## src/rtl/bcd_counter_display_if.sv

```systemverilog
// Board-side bundle for the BCD counter: control/load inputs in, count, wrap and display scan out.
// Master drives the controls; slave is the counter/display block.
interface bcd_counter_display_if #(
    parameter int NUM_DIGITS = 4
);
    logic                    en;
    logic                    up;
    logic                    load;
    logic [4*NUM_DIGITS-1:0] load_value;
    logic [4*NUM_DIGITS-1:0] count;
    logic                    wrap;
    logic [NUM_DIGITS-1:0]   ctrl;
    logic [7:0]              segment;

    modport master (
        output en, up, load, load_value,
        input  count, wrap, ctrl, segment
    );

    modport slave (
        input  en, up, load, load_value,
        output count, wrap, ctrl, segment
    );
endinterface

```

## src/rtl/bcd_counter_display.sv

```systemverilog
// N-digit BCD up/down counter with multiplexed 7-segment scan; count, wrap and display are registered (1-cycle latency).
// No backpressure: prescalers free-run and every input is sampled on each clk edge.
module bcd_counter_display #(
    parameter int NUM_DIGITS       = 4,
    parameter int COUNT_DIV        = 1000,
    parameter int SCAN_DIV         = 2,
    parameter bit ANODE_ACTIVE_LOW = 1'b1,
    parameter bit SEG_ACTIVE_LOW   = 1'b0,
    parameter bit BLANK_LEADING    = 1'b1
) (
    input  logic clk,
    input  logic rst,
    bcd_counter_display_if.slave bus
);
    localparam int CW = (COUNT_DIV > 1) ? $clog2(COUNT_DIV) : 1;
    localparam int SW = (SCAN_DIV > 1) ? $clog2(SCAN_DIV) : 1;
    localparam int IW = (NUM_DIGITS > 1) ? $clog2(NUM_DIGITS) : 1;

    localparam logic [CW-1:0]         COUNT_LAST = CW'(COUNT_DIV - 1);
    localparam logic [SW-1:0]         SCAN_LAST  = SW'(SCAN_DIV - 1);
    localparam logic [IW-1:0]         IDX_LAST   = IW'(NUM_DIGITS - 1);
    localparam logic [NUM_DIGITS-1:0] CTRL_OFF   = {NUM_DIGITS{ANODE_ACTIVE_LOW}};
    localparam logic [7:0]            SEG_OFF    = {8{SEG_ACTIVE_LOW}};

    typedef logic [NUM_DIGITS-1:0][3:0] digits_t;

    digits_t               cnt_q;
    digits_t               cnt_step;
    digits_t               load_clamped;
    logic                  carry;
    logic                  wrap_q;
    logic [CW-1:0]         cpre_q;
    logic                  count_tick;
    logic [SW-1:0]         spre_q;
    logic                  scan_tick;
    logic [IW-1:0]         idx_q;
    logic [3:0]            digit;
    logic                  blank;
    logic [NUM_DIGITS-1:0] onehot;
    logic [NUM_DIGITS-1:0] ctrl_d;
    logic [NUM_DIGITS-1:0] ctrl_q;
    logic [7:0]            seg_d;
    logic [7:0]            seg_q;

    function automatic logic [7:0] seg_code(input logic [3:0] d);
        logic [7:0] s;
        case (d)
            4'd0:    s = 8'b1111_1100;
            4'd1:    s = 8'b0110_0000;
            4'd2:    s = 8'b1101_1010;
            4'd3:    s = 8'b1111_0010;
            4'd4:    s = 8'b0110_0110;
            4'd5:    s = 8'b1011_0110;
            4'd6:    s = 8'b1011_1110;
            4'd7:    s = 8'b1110_0000;
            4'd8:    s = 8'b1111_1110;
            4'd9:    s = 8'b1111_0110;
            default: s = 8'b0000_0000;
        endcase
        return s;
    endfunction

    assign count_tick = (cpre_q == COUNT_LAST);
    assign scan_tick  = (spre_q == SCAN_LAST);

    // Out-of-range load nibbles saturate at 9 so the counter never holds a non-BCD digit.
    always_comb begin
        load_clamped = bus.load_value;
        for (int k = 0; k < NUM_DIGITS; k++) begin
            if (load_clamped[k] > 4'd9) begin
                load_clamped[k] = 4'd9;
            end
        end
    end

    // Ripple increment/decrement; a carry surviving the top digit means the counter wrapped.
    always_comb begin
        cnt_step = cnt_q;
        carry    = 1'b1;
        for (int k = 0; k < NUM_DIGITS; k++) begin
            if (carry) begin
                if (bus.up) begin
                    if (cnt_q[k] == 4'd9) begin
                        cnt_step[k] = 4'd0;
                    end else begin
                        cnt_step[k] = cnt_q[k] + 4'd1;
                        carry       = 1'b0;
                    end
                end else begin
                    if (cnt_q[k] == 4'd0) begin
                        cnt_step[k] = 4'd9;
                    end else begin
                        cnt_step[k] = cnt_q[k] - 4'd1;
                        carry       = 1'b0;
                    end
                end
            end
        end
    end

    always_ff @(posedge clk) begin
        if (rst) begin
            cnt_q  <= '0;
            wrap_q <= 1'b0;
            cpre_q <= '0;
        end else begin
            wrap_q <= 1'b0;
            if (bus.load) begin
                cnt_q  <= load_clamped;
                cpre_q <= '0;
            end else begin
                cpre_q <= count_tick ? '0 : cpre_q + CW'(1);
                if (count_tick && bus.en) begin
                    cnt_q  <= cnt_step;
                    wrap_q <= carry;
                end
            end
        end
    end

    always_ff @(posedge clk) begin
        if (rst) begin
            spre_q <= '0;
            idx_q  <= '0;
        end else begin
            spre_q <= scan_tick ? '0 : spre_q + SW'(1);
            if (scan_tick) begin
                idx_q <= (idx_q == IDX_LAST) ? '0 : idx_q + IW'(1);
            end
        end
    end

    // A digit is blank when it and every digit above it are zero; the units digit always shows.
    always_comb begin
        digit = cnt_q[idx_q];
        blank = BLANK_LEADING && (idx_q != '0);
        for (int k = 0; k < NUM_DIGITS; k++) begin
            if ((k >= int'(idx_q)) && (cnt_q[k] != 4'd0)) begin
                blank = 1'b0;
            end
        end
    end

    // Units digit sits on the MSB of ctrl.
    always_comb begin
        onehot = '0;
        for (int k = 0; k < NUM_DIGITS; k++) begin
            onehot[NUM_DIGITS-1-k] = (idx_q == IW'(k));
        end
        ctrl_d = onehot ^ CTRL_OFF;
        seg_d  = (blank ? 8'h00 : seg_code(digit)) ^ SEG_OFF;
    end

    always_ff @(posedge clk) begin
        if (rst) begin
            ctrl_q <= CTRL_OFF;
            seg_q  <= SEG_OFF;
        end else begin
            ctrl_q <= ctrl_d;
            seg_q  <= seg_d;
        end
    end

    assign bus.count   = cnt_q;
    assign bus.wrap    = wrap_q;
    assign bus.ctrl    = ctrl_q;
    assign bus.segment = seg_q;
endmodule

```

## src/flat_wrapper.sv

```systemverilog
// flat-port wrapper written by rule: the top's interface ports become plain ports
module bcd_counter_display_flat 
#(
    parameter int NUM_DIGITS       = 4,
    parameter int COUNT_DIV        = 1000,
    parameter int SCAN_DIV         = 2,
    parameter bit ANODE_ACTIVE_LOW = 1'b1,
    parameter bit SEG_ACTIVE_LOW   = 1'b0,
    parameter bit BLANK_LEADING    = 1'b1
)
  (clk, rst, bus_en, bus_up, bus_load, bus_load_value, bus_count, bus_wrap, bus_ctrl, bus_segment);
  bcd_counter_display_if #(.NUM_DIGITS(NUM_DIGITS)) bus_i ();
  input  logic clk;
  input  logic rst;
  input wire logic [$bits(bus_i.en)-1:0] bus_en;
  input wire logic [$bits(bus_i.up)-1:0] bus_up;
  input wire logic [$bits(bus_i.load)-1:0] bus_load;
  input wire logic [$bits(bus_i.load_value)-1:0] bus_load_value;
  output wire logic [$bits(bus_i.count)-1:0] bus_count;
  output wire logic [$bits(bus_i.wrap)-1:0] bus_wrap;
  output wire logic [$bits(bus_i.ctrl)-1:0] bus_ctrl;
  output wire logic [$bits(bus_i.segment)-1:0] bus_segment;
  assign bus_i.en = bus_en;
  assign bus_i.up = bus_up;
  assign bus_i.load = bus_load;
  assign bus_i.load_value = bus_load_value;
  assign bus_count = bus_i.count;
  assign bus_wrap = bus_i.wrap;
  assign bus_ctrl = bus_i.ctrl;
  assign bus_segment = bus_i.segment;
  bcd_counter_display #(.NUM_DIGITS(NUM_DIGITS), .COUNT_DIV(COUNT_DIV), .SCAN_DIV(SCAN_DIV), .ANODE_ACTIVE_LOW(ANODE_ACTIVE_LOW), .SEG_ACTIVE_LOW(SEG_ACTIVE_LOW), .BLANK_LEADING(BLANK_LEADING)) u_core (.clk(clk), .rst(rst), .bus(bus_i));
endmodule
```

## config.mk

```make
export PLATFORM = sky130hd
export DESIGN_NAME = bcd_counter_display_flat
export DESIGN_NICKNAME = d
export VERILOG_FILES = /design/src/rtl/bcd_counter_display_if.sv /design/src/rtl/bcd_counter_display.sv /design/src/flat_wrapper.sv
export SDC_FILE = /design/constraint.sdc
export NUM_CORES = 1
export LEC_CHECK = 0
export CAP_MARGIN = 10
export CORE_MARGIN = 2
export CORE_UTILIZATION = 48
export CTS_CLUSTER_DIAMETER = 120
export DETAILED_ROUTE_END_ITERATION = 6
export MAX_ROUTING_LAYER = met4
export PLACE_DENSITY = 0.77
export SLEW_MARGIN = 10
export SYNTH_ARGS = -nofsm -noshare
export SYNTH_HDL_FRONTEND = slang
export SYNTH_SLANG_ARGS = --single-unit
```

## constraint.sdc

```tcl
create_clock -name clk -period 2 [get_ports clk]
set_input_delay 0.4 -clock clk [delete_from_list [all_inputs] [get_ports clk]]
set_output_delay 0.4 -clock clk [all_outputs]
set_load 0.01 [all_outputs]
```

### After elaboration in Yosys (flattened, before gate mapping)

Memory sizes are Yosys's and may differ from the RTL's. A register that Yosys moved wholly into a read port is not among the register bits.
Cells that the tools add are included.

* eq/ne operators: 8
* reduce and logical (&&, ||, !) cells: 25
* magnitude comparators: 8
* add/sub/neg operators: 11
* multiplexer cells: 42
* bitwise logic cells: 3

Operators by type and width (count)
* two-way mux 4 bit: 20
* two-way mux 16 bit: 2
* two-way mux 1 bit: 18
* adder 4 x 1 -> 4 bit (second input constant): 4
* equality test 4 bit (second input constant): 4
* greater-than comparator 4 bit (second input constant): 4
* logical NOT 4 bit: 4
* nonzero test 4 bit: 4
* subtractor 4 x 1 -> 4 bit (second input constant): 4
* adder 10 x 1 -> 10 bit (second input constant): 1
* equality test 10 bit (second input constant): 1
* nonzero test 2 bit: 5
* binary-select mux 4 bit (select 2 bit): 1
* AND reduction 2 bit: 3
* equality test 2 bit (second input constant): 2
* >= comparator 1 x 2 -> 1 bit (first input constant): 2
* logical AND 1 bit: 4
* NOT 4 bit: 1
* OR reduction 2 bit: 2
* OR reduction 4 bit: 1
* less-than comparator 2 x 3 -> 1 bit (second input constant): 1
* OR reduction 3 bit: 1
* adder 2 x 1 -> 2 bit (second input constant): 1
* equality test 2 x 1 -> 1 bit (second input constant): 1
* other kinds (5): 6

* register bits: 42
* memories: 1
* output and inout port bits: 29
* logic and storage cells: 108
* input bits: 21
* bits in read-only memories: 112

Memories
* (name not given): words 16, width 7, read ports 1, clocked after memory_dff 1, wr ports 0, line bcd_counter_display.sv:47 `case (d)`

### Depth between registers and ports, before layout

Gate-level depths: netlist of run 1.

* depth after elaboration: 8
* depth in mapped cells: 7
* mapped depth without buffers: 6

### Worst setup path before layout of run 1

OpenSTA, ideal clock, no wires.

* path kind: register -> register
* start point: register u_core.idx_q[0]
* end point: register u_core.seg_q[4] (netlist: u_core.bus.segment[4])
* clock period less this slack: 1.959 ns
* arrival time: 1.822 ns
* cell stages (with the launch flop): 8
* path buffers: 1
* slack: 0.041 ns
* required time: 1.863 ns
* library setup time: 0.137 ns
* cells stage by stage: dfxtp_1 clkbuf_1 mux4_2 inv_1 ha_1 nor2_1 o21ai_0 a21oi_1

* word-level cells in the longest chain between the ends: 7
* elaborated cells on any way between the ends: 14
* those cells by class: order compare (3); mux (6); reduce/logical (5)

RTL lines
* start, declared: line bcd_counter_display.sv:36 `logic [IW-1:0] idx_q;`
* start signal, assigned: line bcd_counter_display.sv:128 `idx_q <= (idx_q == IDX_LAST) ? '0 : idx_q + IW'(1);`
* >= comparator 1 x 2 -> 1 bit: line bcd_counter_display.sv:138 `if ((k >= int'(idx_q)) && (cnt_q[k] != 4'd0)) begin`
* logical AND 1 bit: line bcd_counter_display.sv:138
* two-way mux 1 bit (4 in a row): line bcd_counter_display.sv:138
* OR reduction 2 bit (no line)
* end, declared: line bcd_counter_display.sv:43 `logic [7:0] seg_q;`

Several ways; a longest one is shown, not always the timed one. The select of a mux whose other input is x is not followed.
A chain may end at the register's enable or synchronous reset.

### Worst setup path in the final report of run 1

* start point: register u_core.cpre_q[0]
* end point: register u_core.cnt_q, in the netlist u_core.bus.count[5]

* word-level cells in the longest chain between the ends: 4

RTL lines
* start, declared: line bcd_counter_display.sv:32 `logic [CW-1:0] cpre_q;`
* start signal, assigned: line bcd_counter_display.sv:112 `cpre_q <= count_tick ? '0 : cpre_q + CW'(1);`
* equality test 10 bit: line bcd_counter_display.sv:63 `assign count_tick = (cpre_q == COUNT_LAST);`
* logical AND 1 bit: line bcd_counter_display.sv:113 `if (count_tick && bus.en) begin`
* nonzero test 2 bit (no line)
* AND reduction 2 bit (no line)
* end signal, assigned: line bcd_counter_display.sv:109 `cnt_q <= load_clamped;`
* end signal, assigned: line bcd_counter_display.sv:114 `cnt_q <= cnt_step;`
* end, declared: line bcd_counter_display.sv:27 `digits_t cnt_q;`

Every way passes these cells.

==> results of run 1 <==
-- cell usage after synthesis (2+ instances only) --
cell and n:
inv_1 13, nor3_1 13, a31oi_1 4, a311oi_1 2, dfxtp_1 41, clkbuf_1 18, o311ai_0 2, buf_4 2
and4_1 2, buf_2 6, o21ai_0 17, a221oi_1 3, nor2b_1 5, or2_2 4, nand3b_1 3, a21oi_1 18
xor2_1 8, and2_1 3, o22ai_1 2, nor2_1 45, nand2_1 17, and3_1 8, and3b_1 2, mux2i_1 5
nor4_1 4, nand2b_1 8, nand3_1 12, xnor2_1 11, a211oi_1 8, o21ai_1 3, ha_1 12, mux4_2 5
o211ai_1 2, a211o_1 2
-- metrics by stage --
step | util [%] | setup TNS, ns | setup WS, ns
after global placement | 62.53 | -2.128 | -0.2505
after global routing | 64.22 | 0 | 0.01014
after CTS | 64.04 | 0 | 0.01619
final | 64.22 | 0 | 0.09915
after floorplan | - | 0 | 0.04099
after detailed placement | 62.53 | -2.534 | -0.2781
-- kinds of logic after synthesis --
logic type	share of synthesized area (%)
AOI/OAI and AO/OA	18.50
DFF	30.34
and+or+nand+nor	26.78
xor gates and xnor gates	6.152
adders and majority gates	5.550
buffers and inverters	6.105
other	0.1386
muxes	6.429
-- layout by cell type, fill, tap and decap left out, types with 4 or more instances in the layout --
cell type,instances
and3_1,8
mux2i_1,5
buf_4,35
or2_2,4
a211oi_1,8
nor2b_1,5
nand2_1,17
nor2_1,44
nand3_1,12
dfxtp_1,40
clkdlybuf4s50_1,47
o21ai_0,16
xor2_1,8
a21oi_1,18
nor4_1,4
xnor2_1,11
nor3_1,13
inv_1,13
clkbuf_8,5
nand2b_1,8
a31oi_1,4
ha_1,12
mux4_2,5
-- report_power, final --
part	leakage [nW]	total, mW	switching [mW]	internal (mW)
Sequential	0.338	0.919	0.0490	0.870
Combinational	1.01	0.582	0.279	0.303
Clock	0.0450	0.526	0.284	0.242
Total	1.39	2.03	0.612	1.42
-- path summary, 6_finish.rpt --
check / from / to
setup / recovery: u_core.cpre_q[0] / u_core.bus.count[5]
hold / removal: u_core.cpre_q[0] / u_core.cpre_q[0]
setup reg to reg: u_core.cpre_q[0] / u_core.bus.count[5]
hold reg to reg: u_core.cpre_q[0] / u_core.cpre_q[0]
-- flip-flops by register name (all words and copies together) (netlist names) --
signal,flops
u_core.cpre_q,10
u_core.idx_q,2
u_core.bus.ctrl,4
u_core.bus.count,16
u_core.scan_tick,1
u_core.bus.wrap,1
u_core.bus.segment,7
-- layer usage --
metal	GRT usage (%)	wire, um	vias to the layer above
met4	7.069	97	0
met1	27.43	3075	1186
li1	-	-	1317
met2	33.73	2945	62
met3	3.523	257	8
met5	-	0	-
-- cell type report --
| cell class | instances | area [um2] |
|---|---|---|
| tap | 72 | 90.09 |
| inverter | 13 | 48.80 |
| multi-input combinational | 254 | 1725 |
| clock inverter | 2 | 10.01 |
| fill | 459 | 1958 |
| sequential | 41 | 822.0 |
| clock buffer | 6 | 72.57 |
| timing repair buffer | 83 | 745.7 |
-- worst max-delay path: cells and delay by family, from the launching register on --
family / cells / cell delay, ns
and+or+nand+nor: 3 / 0.51
adders and majority gates: 1 / 0.20
AOI/OAI and AO/OA: 2 / 0.72
DFF: 1 / 0.38
-- repair_timing --
action	in CTS	in global routing
buffers inserted	0	0
gates resized for setup	0	5
hold buffers	0	0
setup endpoints to repair	0	11
==> results.json, run 1 <==
{
  "overflow": 0,
  "synth_ff_type": "dfxtp_1",
  "r2r_cells": 6,
  "vias": 2573,
  "start_util_pct": 49.43,
  "synth_area_leaders": "dfxtp_1 30%, nor2_1 6.2%, ha_1 5.6%, mux4_2 4.2%, xnor2_1 3.6%",
  "drt_iter0_markers": 138,
  "rsz0062_at_grt": "no",
  "fin_cells": 471,
  "dieWidth_um": 79.07,
  "syn2layout_area_growth_pct": 29.93,
  "drc": 0,
  "place_congestion": 0.8484,
  "clkLatencyLatePin_ns": 0.29,
  "final_layout_size_suffix_gt1_share_pct": 15.29,
  "fmax_mhz": 526.1,
  "drv_slew": 0,
  "p_total_mw": 2.027,
  "synth.avg_cell_area_um2": 8.075,
  "vias_per_cell": 5.463,
  "crit_required_ns": 2.21,
  "ioPinCount": 50,
  "finalCriticalPeriod_ns": 1.901,
  "ys_seq_area_share_pct": 30.34,
  "cap_viol_max_count": 0,
  "path_cells": "ha_1 -> and4bb_4 -> nand4_1 -> o21ai_0 -> nor2_1 -> a311oi_1",
  "clockBufferDepth": 2,
  "cts.sinks": 41,
  "root_buffer": "clkbuf_8",
  "dr.pass1.iters": 4,
  "synth_edf_count": 0,
  "syn_nets": 368,
  "syn_area_um2": 2705,
  "cts_buffers": 5,
  "yosysWarnings": 0,
  "die_h_um": 79.07,
  "hold_depth": 1,
  "slew_headroom_pct": 64.22,
  "dp.final_hpwl_um": 4766,
  "tritoncts": "done",
  "critPathLaunchType": "register",
  "pwr_density_cell_nw_per_um2": 576.7,
  "synth_cell_types": 59,
  "crit_arrival_ns": 2.11,
  "portBuffers": 48,
  "crit_type": "register to register",
  "ir_worst_vdd_uv": 303.1,
  "slowest_stage": "o21ai_0",
  "track_usage_pct": 21.14,
  "diodes": 0,
  "wire_per_inst_um": 13.54,
  "p_leak_nw": 1.395,
  "num_rows": 27,
  "timing.hold.ws_ns": 0.4711,
  "grt_max_degree": 19,
  "cp-end-kind": "register",
  "slowest_delay_ns": 0.48,
  "final_area_um2": 3515,
  "clock_skew_ns": 0.008078,
  "crit_path_max_fanout": 4,
  "cts.clk_slew.worst_paths_ns": 0.08,
  "setup_viol": 0,
  "status": "finished, final reports clean",
  "ys_ff_latch": 41,
  "htreeDepth": 2,
  "postPlaceCellArea_um2": 3422,
  "synth_top_cell_area_share_pct": 30.34,
  "period_share_pct": 95.04,
  "grt_first_pass_wirelength_um": 10340,
  "antenna_found_initial": 0,
  "final_nets": 431,
  "routed_wl_um": 6375,
  "synthArstFlopShare_pct": 0,
  "detail-route-antenna-nets": 0,
  "synth_largest_area_cell": "dfxtp_1",
  "r2r_slack_ns": 0.1,
  "hold_class": "register to register",
  "post-place-cells": 463,
  "dieArea_um2": 6252,
  "grt_pass1_vias": 2226,
  "worst_pin_slew_ns": 0.5310,
  "synth_cells": 335,
  "fp.coreArea_um2": 5473,
  "hold_violations": 0
}
(Power assumes the default switching activity.)
==> run 2: changes to the inputs <==
--- a/config.mk
+++ b/config.mk
@@ -6,10 +6,14 @@
 export NUM_CORES = 1
 export LEC_CHECK = 0
 export CAP_MARGIN = 10
+export CELL_PAD_IN_SITES_DETAIL_PLACEMENT = 2
+export CELL_PAD_IN_SITES_GLOBAL_PLACEMENT = 2
 export CORE_MARGIN = 2
-export CORE_UTILIZATION = 48
+export CORE_UTILIZATION = 28
 export CTS_CLUSTER_DIAMETER = 120
+export CTS_CLUSTER_SIZE = 30
 export DETAILED_ROUTE_END_ITERATION = 6
+export GPL_TIMING_DRIVEN = 0
 export MAX_ROUTING_LAYER = met4
 export PLACE_DENSITY = 0.77
 export SLEW_MARGIN = 10
==> run 2 against run 1 <==
  * Non-clock buffer count is 5 lower
  * Highest routed layer unchanged
  * Clock skew shrank 0.0026 ns
  * Maximum frequency decreased by 0.40%
  * Combinational power rose by 6.2%
  * Die area up 67%
  * Final area grew 1.6%
  * Critical path depth decreased by 5
  * Wire length rose by 38%
  * Setup slack got worse by 0.0077 ns
  * Count of clock-buffer cells in the layout increased by 1
  * Sequential power down 0.8%
  * Clock power increased by 34%
==> results.json, run 2 (synthesized netlist as in run 1, its figures left out) <==
{
  "postPlaceCellArea_um2": 3337,
  "vias": 2633,
  "dr.pass1.iters": 4,
  "crit_buf_inv": 1,
  "vias_per_cell": 5.034,
  "top_layer_used": "met4",
  "start_util_pct": 29.00,
  "dieWidth_um": 102.3,
  "drt_iter0_markers": 74,
  "finalCriticalPeriod_ns": 1.909,
  "drc": 0,
  "hold_violations": 0,
  "p_leak_nw": 1.353,
  "final_layout_size_suffix_gt1_share_pct": 14.47,
  "wire_per_inst_um": 16.78,
  "syn2layout_area_growth_pct": 31.96,
  "cts_hold_repair.buffers": 0,
  "clock_skew_ns": 0.005513,
  "final_common_cell": "clkdlybuf4s50_1",
  "num_rows": 35,
  "path_cells": "clkdlybuf4s50_1",
  "overflow": 0,
  "dp.final_hpwl_um": 6683,
  "ioPinCount": 50,
  "ir_worst_vdd_uv": 221.3,
  "setup_viol": 0,
  "die_h_um": 102.3,
  "clkLatencyLatePin_ns": 0.29,
  "dieArea_um2": 10460,
  "drv_slew": 0,
  "cap_viol_max_count": 0,
  "final_cell_mix": "46 x clkdlybuf4s50_1, 44 x nor2_1, 38 x dfxtp_1",
  "slowest_stage": "clkdlybuf4s50_1",
  "grt_pass1_vias": 2853,
  "cp-end-kind": "output port",
  "final_area_um2": 3570,
  "cts_buffers": 5,
  "tritoncts": "done",
  "worst_pin_slew_ns": 0.6701,
  "crit_arrival_ns": 1.51,
  "antenna_found_initial": 0,
  "htreeDepth": 2,
  "wl_met2_um": 4323,
  "rsz0062_at_grt": "no",
  "cts.clk_slew.worst_paths_ns": 0.08,
  "crit_family": "buffers and inverters",
  "fin_cells": 523,
  "final_nets": 426,
  "crit_path_max_fanout": 11,
  "slew_headroom_pct": 55.33,
  "clockBufferDepth": 2,
  "cts.sinks": 41,
  "largest_reg_flops": 16,
  "diodes": 0,
  "grt_first_pass_wirelength_um": 14520,
  "dr_wl_met3_um": 235,
  "crit_type": "register to output port",
  "slowest_delay_ns": 0.62,
  "pwr_density_cell_nw_per_um2": 626.4,
  "post-place-cells": 511,
  "critPathLaunchType": "register",
  "place_congestion": 0.8544,
  "root_buffer": "clkbuf_8",
  "period_share_pct": 95.43,
  "status": "finished, final reports clean",
  "portBuffers": 47,
  "detail-route-antenna-nets": 0,
  "routed_wl_um": 8777,
  "fp.coreArea_um2": 9328,
  "hold_class": "register to register",
  "fmax_mhz": 524.0,
  "wl_met1_um": 4154,
  "grt_max_degree": 13,
  "track_usage_pct": 18.12,
  "crit_required_ns": 1.60
}
[run 2: layout make-up]
type / instances / area [um2]
clock inverter: 1 / 30.03
tap: 129 / 161.4
multi-input combinational: 254 / 1767
sequential: 41 / 827.0
clock buffer: 7 / 86.33
inverter: 13 / 48.80
timing repair buffer: 52 / 506.7
fill: 1066 / 5758
buffer: 26 / 142.6
[run 2: final timing paths]
| path | startpoint | endpoint | slack, ns | cells after the start |
|---|---|---|---|---|
| max | u_core.bus.count[1] | bus_count[1] | 0.09 | 1 |
| min | u_core.cpre_q[0] | u_core.cpre_q[0] | 0.48 | 1 |
| max reg2reg | u_core.cpre_q[0] | u_core.bus.count[14] | 0.11 | 7 |
| min reg2reg | u_core.cpre_q[0] | u_core.cpre_q[0] | 0.48 | 1 |
[run 2: per-layer routing]
metal	up-vias	GRT usage, %
met4	0	3.692
li1	1301	-
met2	45	30.01
met3	6	1.984
met5	-	-
met1	1281	24.02
[run 2: power by group]
group | internal, mW | leakage (nW) | switching, mW
Sequential | 0.870 | 0.339 | 0.0423
Combinational | 0.294 | 0.956 | 0.325
Clock | 0.407 | 0.0585 | 0.298
[run 2: stage by stage]
stage	hold WS (ns)	utilization (%)	setup WS [ns]	setup TNS (ns)	total power, mW
2_1_floorplan	0.4299	-	0.04099	0	1.267
3_3_place_gp	0.4452	35.77	-0.6121	-8.719	1.493
3_5_place_dp	0.4695	35.77	-0.6746	-10.57	1.514
4_1_cts	0.4908	37.64	0.002235	0	2.249
5_1_grt	0.4862	38.27	0.009782	0	2.375
6_report	0.4775	38.27	0.09150	0	2.236
[run 2: repair_timing]
action                                  CTS  global route
buffers inserted                          2             3
endpoints found under the setup margin   21            17
pin swaps                                 2             0
resized for setup                        18            23
